--- config.mk ---
export PLATFORM = sky130hd
export DESIGN_NAME = shift_sched
export DESIGN_NICKNAME = d
export VERILOG_FILES = /design/src/rtl/shift_sched_pkg.sv /design/src/rtl/shift_sched_barrel_shifter.sv /design/src/rtl/shift_sched.sv
export SDC_FILE = /design/constraint.sdc
export NUM_CORES = 1
export LEC_CHECK = 0
export ABC_AREA = 1
export ABC_CLOCK_PERIOD_IN_PS = 1700
export CAP_MARGIN = 0
export CORE_MARGIN = 2
export CORE_UTILIZATION = 40
export DETAILED_ROUTE_END_ITERATION = 10
export PLACE_DENSITY = 0.74
export SYNTH_ARGS = -nofsm -noshare
export SYNTH_HDL_FRONTEND = slang
export SYNTH_SLANG_ARGS = --single-unit
--- constraint.sdc ---
create_clock -name clk -period 1.7 [get_ports clk]
set_input_delay 0.255 -clock clk [delete_from_list [all_inputs] [get_ports clk]]
set_output_delay 0.255 -clock clk [all_outputs]
set_load 0.01 [all_outputs]
--- src/rtl/shift_sched_pkg.sv ---
// shift_sched_pkg: shared state encoding and shifter pass limit for shift_sched
package shift_sched_pkg;
  typedef enum logic [1:0] {IDLE = 2'd0, RUN = 2'd1, DONE = 2'd2} state_t;
  localparam int MAX_STEP = 3;
endpackage

--- src/rtl/shift_sched_barrel_shifter.sv ---
// barrel_shifter: 4-bit combinational logical right shifter, 0..3 positions
module barrel_shifter (
  input  logic [3:0] a,
  input  logic [1:0] selector,
  output logic [3:0] y
);
  assign y = a >> selector;
endmodule

--- src/rtl/shift_sched.sv ---
// shift_sched: round-robin sequencer recirculating words through one shared 0..3 shifter
module shift_sched
  import shift_sched_pkg::*;
#(
  parameter int AMT_W = 3
) (
  input  logic             clk,
  input  logic             rst_n,
  input  logic             req0_valid,
  input  logic [3:0]       req0_data,
  input  logic [AMT_W-1:0] req0_amt,
  output logic             req0_ready,
  input  logic             req1_valid,
  input  logic [3:0]       req1_data,
  input  logic [AMT_W-1:0] req1_amt,
  output logic             req1_ready,
  output logic             res_valid,
  output logic [3:0]       res_data,
  output logic             res_id,
  input  logic             res_ready,
  output logic             busy
);
  state_t           state, state_next;
  logic [3:0]       data_r, shifted;
  logic [AMT_W-1:0] rem_r, step, acc_amt;
  logic             owner_r, last_grant, acc0, acc1, acc;
  assign acc0 = state == IDLE && req0_valid && (!req1_valid || last_grant);
  assign acc1 = state == IDLE && req1_valid && (!req0_valid || !last_grant);
  assign acc = acc0 || acc1;
  assign acc_amt = acc1 ? req1_amt : req0_amt;
  assign req0_ready = acc0;
  assign req1_ready = acc1;
  assign step = (rem_r >= AMT_W'(MAX_STEP)) ? AMT_W'(MAX_STEP) : rem_r;
  barrel_shifter u_shift (.a(data_r), .selector(step[1:0]), .y(shifted));
  always_comb begin
    state_next = state;
    case (state)
      IDLE:    state_next = !acc ? IDLE : (acc_amt != '0) ? RUN : DONE;
      RUN:     state_next = (rem_r == step) ? DONE : RUN;
      DONE:    state_next = res_ready ? IDLE : DONE;
      default: state_next = IDLE;
    endcase
  end
  always_ff @(posedge clk) begin
    if (!rst_n) begin
      state      <= IDLE;
      data_r     <= '0;
      rem_r      <= '0;
      owner_r    <= 1'b0;
      last_grant <= 1'b1;
    end else begin
      state <= state_next;
      if (acc) begin
        data_r     <= acc1 ? req1_data : req0_data;
        rem_r      <= acc_amt;
        owner_r    <= acc1;
        last_grant <= acc1;
      end else if (state == RUN) begin
        data_r <= shifted;
        rem_r  <= rem_r - step;
      end
    end
  end
  assign res_valid = state == DONE;
  assign res_data  = res_valid ? data_r : 4'd0;
  assign res_id    = res_valid & owner_r;
  assign busy      = state != IDLE;
endmodule

Word-level counts from Yosys, hierarchy flattened. Cells that the tools add are included. W data, S select, Z words.

Memory bits (writable): 0. Input bits: 19. Flip-flop bits (word level): 11. Memories kept: 0. Bits in read-only memories: 0. Latch bits: 0.

Shift operators: 1. Add/sub/neg operators: 1. Multiplexer cells: 13. Order comparisons: 1. Bitwise gates (word level): 1. Reductions and logical operators: 14. Divide/modulo/power cells: 0. Equality and inequality tests: 3. Multipliers: 0.

Operators by type and width (number): $mux W4 (4); $mux W3 (4); $mux W2 (4); $pmux W2 S3 (1); $logic_and A1 B1 Y1 (4); $reduce_bool A2 Y1 (2); $shr A4 B2 Y4 (1); $eq A3 B3 Y1 (1); $ge A3 B2 Y1 const B (1); $logic_not A1 Y1 (3); $logic_or A1 B1 Y1 (3); $reduce_bool A3 Y1 (1); $sub A3 B3 Y3 (1); $eq A2 B1 Y1 const B (1); $eq A2 B2 Y1 const B (1); $logic_not A2 Y1 (1); $and A1 B1 Y1 (1).

Longest topological paths before layout. Gate-level depths: netlist (run 1).

Depth after elaboration: 8. Gate-level depth with buffers: 8.

By module. Synthesis (run 1) repeated with hierarchy kept, for this count alone.

Cell total of the unflattened synthesis: 149. Area, all modules: 874.6 um2.

By module, submodules not included: shift_sched (area each 784.5 um2, seq. area each 220.2 um2, cells each 128, times used 1); barrel_shifter (area each 90.1 um2, seq. area each 0.0 um2, cells each 21, times used 1).

Worst setup path after synthesis (run 1). No wires, ideal clock.

Path type: reg2reg. Start point: register rem_r[2]. End point: register rem_r[2]. Path buffers: 0. Period minus slack after synthesis: 1.588 ns. Setup slack: 0.112 ns. Stages on the path, launching flop included: 9. Required time: 1.586 ns. Arrival: 1.474 ns. Path through: dfxtp_1 > inv_1 > or2_2 > ha_1 > or2_2 > nand3_1 > o21ai_0 > o21bai_1 > inv_1.

Word-level cells in the longest chain between the ends: 5.

RTL lines: start, declared (RTL line shift_sched.sv:25) `logic [AMT_W-1:0] rem_r, step, acc_amt;`; start signal, assigned (RTL line shift_sched.sv:55) `rem_r <= acc_amt;`; start signal, assigned (RTL line shift_sched.sv:60) `rem_r <= rem_r - step;`; $ge A3 B2 Y1 (RTL line shift_sched.sv:33) `assign step = (rem_r >= AMT_W'(MAX_STEP)) ? AMT_W'(MAX_STEP) : rem_r;`; $mux W3 (RTL line shift_sched.sv:33); $sub A3 B3 Y3 (*) (RTL line shift_sched.sv:60); $mux W3 (*) (RTL line shift_sched.sv:58) `end else if (state == RUN) begin`; $mux W3 (*) (RTL line shift_sched.sv:53) `if (acc) begin`.

Every way passes the cells marked *; elsewhere a longest branch is shown, timed or not. The select of a mux whose other input is x is not followed. A chain may end at the register's enable or synchronous reset.

Worst setup path after layout (run 1).
Start point: register state[1]. End point: output port res_valid.

Word-level cells in the longest chain between the ends: 1.

RTL lines: start, declared (RTL line shift_sched.sv:23) `state_t state, state_next;`; start signal, assigned (RTL line shift_sched.sv:52) `state <= state_next;`; $eq A2 B2 Y1 (RTL line shift_sched.sv:64) `assign res_valid = state == DONE;`; end, declared (RTL line shift_sched.sv:17) `output logic res_valid,`.

Every way passes these cells.

==> results of run 1 <==
-- power groups by stage --
stage          registers, W  logic (W)  clock network [W]
2_1_floorplan      0.000441   0.000738                  0
3_3_place_gp       0.000439    0.00113                  0
3_5_place_dp       0.000440    0.00115                  0
4_1_cts            0.000440    0.00112           0.000188
5_1_grt            0.000457    0.00129           0.000203
6_report           0.000441    0.00114           0.000182
-- final timing paths --
kind	from	endpoint	slack, ns	cells past startpoint
max reg2reg	rem_r[2]	rem_r[2]	0.13	8
min	owner_r	owner_r	0.46	2
min reg2reg	owner_r	owner_r	0.46	2
max	state[1]	res_valid	0.10	3
-- state kept, by name (all words and copies together) (netlist names) --
register	count
owner_r	1
state	2
data_r	4
rem_r	3
last_grant	1
-- kinds of logic (layout without fill, tap and decap cells) --
kind of cell             count (synthesis)  in the layout  share of synthesized area
AO/OA/AOI/OAI                           28             28                      0.208
adder cells (fa/ha/maj)                  1              1                     0.0146
buffers and inverters                   33             74                      0.162
flip-flops                              11             11                      0.257
AND/OR/NAND/NOR                         63             63                      0.358
-- layout by cell type (no fill, tap or decap), drive strengths merged, types with 2 or more instances in the layout --
cell type / count
a21oi: 9
a31oi: 3
buf: 12
clkbuf: 4
clkdlybuf4s50: 19
dfxtp: 11
dlygate4sd2: 8
inv: 31
nand2: 35
nand3: 9
nand4: 4
nor2: 13
o21ai: 13
o21bai: 2
or2: 2
-- worst reg2reg max path, cell delays in order, from the launching register on --
cell      delay (ns)
dfxtp_2         0.33
inv_1           0.06
or2_2           0.28
ha_2            0.20
or2_2           0.29
nand3_1         0.07
o21ai_1         0.06
o21bai_1        0.13
inv_1           0.05
-- per-stage QoR --
stage	hold slack (ns)	TNS, ns	power, W	worst slack (ns)	cells
floorplan	0.354	0	0.00118	0.112	136
global placement	0.465	-0.308	0.00157	-0.0759	200
detailed placement	0.458	-0.520	0.00159	-0.0914	200
CTS	0.468	0	0.00175	0.0555	203
global route	0.488	0	0.00195	0.000847	204
finish	0.462	0	0.00177	0.105	204
-- synth_stat cells (all sizes together) --
| cell | n | area share |
|---|---|---|
| o211ai | 1 | 0.0088 |
| nand4 | 4 | 0.029 |
| ha | 1 | 0.015 |
| dfxtp | 11 | 0.26 |
| buf | 2 | 0.026 |
| o21ai | 13 | 0.089 |
| nand2 | 35 | 0.16 |
| a21oi | 9 | 0.070 |
| a31oi | 3 | 0.022 |
| nor2 | 13 | 0.088 |
| inv | 31 | 0.14 |
| or2 | 2 | 0.015 |
| o21bai | 2 | 0.018 |
| nand3 | 9 | 0.067 |
-- repair_timing --
item,in CTS,in global routing
buffers inserted,0,1
setup endpoints to repair,8,2
endpoints found under the hold margin,0,0
hold buffers,0,0
gates resized for setup,11,3
pin swaps,0,2
-- metal layers --
metal	track usage	part of all wire	routed length (um)
met1	0.224	0.44	941
met2	0.329	0.51	1080
met3	0.0536	0.042	90
met4	0.0417	0.0066	14
met5	0	0	0
-- cell type report --
class | instances | area [um2] | area share
flip-flops and latches | 11 | 223 | 0.176
repair buffers | 39 | 363 | 0.287
inverters | 31 | 116 | 0.0921
multi-input cells | 92 | 502 | 0.397
well taps | 27 | 33.8 | 0.0267
clock buffers | 4 | 26.3 | 0.0208
==> flow_summary.json, run 1 <==
{
  "wire_per_inst_um": 10.4,
  "nFillCells": 186,
  "vias_per_cell": 4.75,
  "first_global_vias": 901,
  "fmax_mhz": 627,
  "port_buffers": 27,
  "clock_path_buffers": 2,
  "seqPwrFrac": 0.249,
  "irDropWorstVdd_uv": 834,
  "antenna_cells": 0,
  "clkPwrFrac": 0.103,
  "hold_class": "reg -> reg",
  "p_leak_nw": 0.648,
  "gp_congestion": 0.824,
  "critPathCaptureType": "output port",
  "startpoint_type": "register",
  "combPwrFrac": 0.647,
  "crit_fanout": 2,
  "antenna_found_initial": 0,
  "p_sw_frac": 0.450,
  "arrival_ns": 1.34,
  "routed_wl_um": 2120,
  "die_h_um": 50.3,
  "synth-seq-area-share": 0.257,
  "cellPowerDensity_nw_per_um2": 1400,
  "maxSlewHeadroom": 0.806,
  "crit_path_cell_trace": "inv_1, nor2_2, clkdlybuf4s50_1",
  "area_delta_synth_final_pct": 47.7,
  "dpl.hpwl_um": 1690,
  "dr.pass1.iters": 4,
  "syn-num-nets": 156,
  "core.rowCount": 16,
  "drive_gt1_frac": 0.198,
  "hold_viol": 0,
  "status": "finished, final reports clean",
  "p_sw_w": 0.000794,
  "tightest_slew_ns": 0.290,
  "synth_seq_cells": 11,
  "grt_usage": 0.187,
  "cts_buffers": 3,
  "die_w_um": 50.3,
  "h-tree-depth": 1,
  "cap_violations": 0,
  "final_nets": 198,
  "num_vias": 968,
  "grt_max_degree": 14,
  "overflow": 0,
  "core_area_um2": 1980,
  "cts.sinks": 11,
  "path_buf_inv": 2,
  "yosys.cell_types.count": 23,
  "place_area_um2": 1240,
  "setup_viol": 0,
  "clkLatencyLatePin_ns": 0.27,
  "required_ns": 1.44,
  "clock_skew_ns": 0.00468,
  "cts_tree": "done",
  "grt_first_pass_wirelength_um": 3640,
  "rsz0062_at_grt": "false",
  "cts_root_buffer": "clkbuf_4",
  "dieArea_um2": 2530,
  "route.detailed.drc": 0,
  "io_pins": 28,
  "slew_violations": 0,
  "final_area_um2": 1260,
  "period_share": 0.938,
  "ant_nets": 0,
  "max_stage_delay_ns": 0.54,
  "synth_area_um2": 856,
  "synth_cells": 136,
  "critPathTopFamily": "buffers and inverters",
  "ys.warnings.count": 0,
  "start_util": 0.432,
  "intPower_w": 0.000972,
  "clkTransAtPathRegs_ns": 0.07,
  "syn_area_per_cell_um2": 6.29,
  "final_util": 0.638,
  "drt_iter0_drc": 11,
  "fin_crit_ns": 1.60,
  "worst_path_max_delay_cell": "clkdlybuf4s50_1",
  "worstSetupPathType": "reg -> out"
}
Power figures use the tool's default switching activity.
==> inputs of run 2 (changes only) <==
--- a/config.mk
+++ b/config.mk
@@ -7,7 +7,7 @@
 export LEC_CHECK = 0
 export ABC_AREA = 1
 export ABC_CLOCK_PERIOD_IN_PS = 1700
-export CAP_MARGIN = 0
+export CAP_MARGIN = 40
 export CORE_MARGIN = 2
 export CORE_UTILIZATION = 40
 export DETAILED_ROUTE_END_ITERATION = 10
==> constraint.sdc (replaced) <==
create_clock -name clk -period 1.7 [get_ports clk]
set_input_delay 0.255 -clock clk [delete_from_list [all_inputs] [get_ports clk]]
set_output_delay 0.255 -clock clk [all_outputs]
set_load 0.05 [all_outputs]
==> run 2 against run 1 <==
Compared with the run above: worst hold slack gained 0.0078 ns; global-route usage shrank 0.14 points; final area grew 12%; clock power is essentially flat; combinational power grew 31%; final cell count shrank 0.98%; critical path type is now in -> out.
==> flow_summary.json, run 2 (synthesized netlist as in run 1, its figures left out) <==
{
  "mostFrequentLayoutCell": "nand2_1",
  "clock_path_buffers": 2,
  "grt_first_pass_wirelength_um": 3690,
  "cts_root_buffer": "clkbuf_4",
  "layout_common_cells": "nand2_1, inv_1, clkdlybuf4s50_1, dfxtp_1, buf_12",
  "crit_path_cell_trace": "clkdlybuf4s50_1, nand3_4, inv_1, buf_12",
  "intPower_w": 0.00109,
  "fin_crit_ns": 1.62,
  "startpoint_type": "input port",
  "dp_slack_ns": -0.0218,
  "clkPwrFrac": 0.086,
  "route.detailed.drc": 0,
  "dieArea_um2": 2530,
  "die_h_um": 50.3,
  "combPwrFrac": 0.703,
  "period_share": 0.955,
  "overflow": 0,
  "dpl.hpwl_um": 1640,
  "cts_buffers": 3,
  "first_global_vias": 913,
  "setup_viol": 0,
  "routed_wl_um": 2190,
  "core.rowCount": 16,
  "finalPower_w": 0.00212,
  "hold_viol": 0,
  "clkTransAtPathRegs_ns": 0.07,
  "p_sw_frac": 0.487,
  "rsz0062_at_grt": "false",
  "drive_gt1_frac": 0.269,
  "clock_skew_ns": 0.00145,
  "largest_register": "data_r",
  "final_util": 0.711,
  "core_area_um2": 1980,
  "wl_met3_um": 119,
  "max_stage_delay_ns": 0.64,
  "worstSetupPathType": "in -> out",
  "crit_fanout": 7,
  "antenna_cells": 0,
  "gp_congestion": 0.865,
  "fmax_mhz": 616,
  "clkLatencyLatePin_ns": 0.27,
  "cts_tree": "done",
  "p_sw_w": 0.00103,
  "cellPowerDensity_nw_per_um2": 1500,
  "area_delta_synth_final_pct": 64.8,
  "start_util": 0.432,
  "hold_class": "reg -> reg",
  "p_leak_nw": 0.654,
  "cts.sinks": 11,
  "setup_ws_ns": 0.0764,
  "grt_max_degree": 11,
  "dr.pass1.iters": 4,
  "grt_usage": 0.186,
  "cap_violations": 0,
  "antenna_found_initial": 0,
  "tightest_slew_ns": 0.317,
  "final_nets": 196,
  "die_w_um": 50.3,
  "h-tree-depth": 1,
  "dr_wl_met2_um": 1120,
  "slew_violations": 0,
  "drt_iter0_drc": 17,
  "ant_nets": 0,
  "largestRegisters": "data_r: 4 flops, rem_r: 3 flops, state: 2 flops",
  "seqPwrFrac": 0.211,
  "critPathCaptureType": "output port",
  "wire_per_inst_um": 10.8,
  "status": "finished, final reports clean",
  "maxSlewHeadroom": 0.787,
  "num_vias": 976,
  "irDropWorstVdd_uv": 868,
  "port_buffers": 27,
  "required_ns": 1.44,
  "vias_per_cell": 4.83,
  "dr.max_layer_used": "met4",
  "io_pins": 28,
  "drt-met1-wl_um": 934,
  "arrival_ns": 1.37,
  "worst_path_max_delay_cell": "clkdlybuf4s50_1",
  "largest_register_ffs": 4
}
-- run 2: cell count changes in the layout (fill, tap and decap cells not counted), moves of 2 or more --
| cell | change |
|---|---|
| nor2_4 | +6 |
| nor2_1 | -5 |
| dlygate4sd2_1 | -8 |
| buf_4 | -2 |
| buf_12 | +9 |
-- run 2: layout make-up --
type / instances / area (um2)
multi-input combinational: 92 / 561
sequential: 11 / 221
clock buffer: 4 / 26.3
timing repair buffer: 37 / 448
fill: 155 / 572
inverter: 31 / 120
tap: 27 / 33.8
-- run 2: per-stage QoR --
stage / instances / area (um2) / TNS (ns) / hold WS, ns
2_1_floorplan: 136 / 901 / 0 / 0.354
3_3_place_gp: 196 / 1330 / 0 / 0.452
3_5_place_dp: 196 / 1330 / -0.0362 / 0.461
4_1_cts: 201 / 1380 / 0 / 0.472
5_1_grt: 202 / 1410 / 0 / 0.483
6_report: 202 / 1410 / 0 / 0.470
-- run 2: worst paths after layout --
kind	from	to	slack (ns)	cells past startpoint
max	req1_valid	req1_ready	0.08	4
max reg2reg	rem_r[2]	rem_r[2]	0.10	8
min	owner_r	owner_r	0.47	2
min reg2reg	owner_r	owner_r	0.47	2
-- run 2: routing by layer --
layer,vias to the layer above,track usage
li1,507,-
met1,436,0.240
met2,31,0.305
met3,2,0.0357
met4,0,0.0694
met5,-,0
-- run 2: power by group through the flow --
stage                     logic (W)  clock network, W  registers, W
after floorplan            0.000932                 0      0.000446
after global placement      0.00137                 0      0.000443
after detailed placement    0.00139                 0      0.000449
after CTS                   0.00144          0.000187      0.000444
after global routing        0.00164          0.000198      0.000458
final                       0.00149          0.000182      0.000447
-- run 2: worst max-delay path, delay by kind of cell --
kind | cells | cell delay, ns
simple gates | 1 | 0.17
buf+inv | 3 | 0.94
-- run 2: what timing repair did --
item	in CTS	in global routing
setup endpoints to repair	5	6
pin swaps	0	2
setup buffers	1	1
hold buffers	0	0
gates resized for setup	1	5
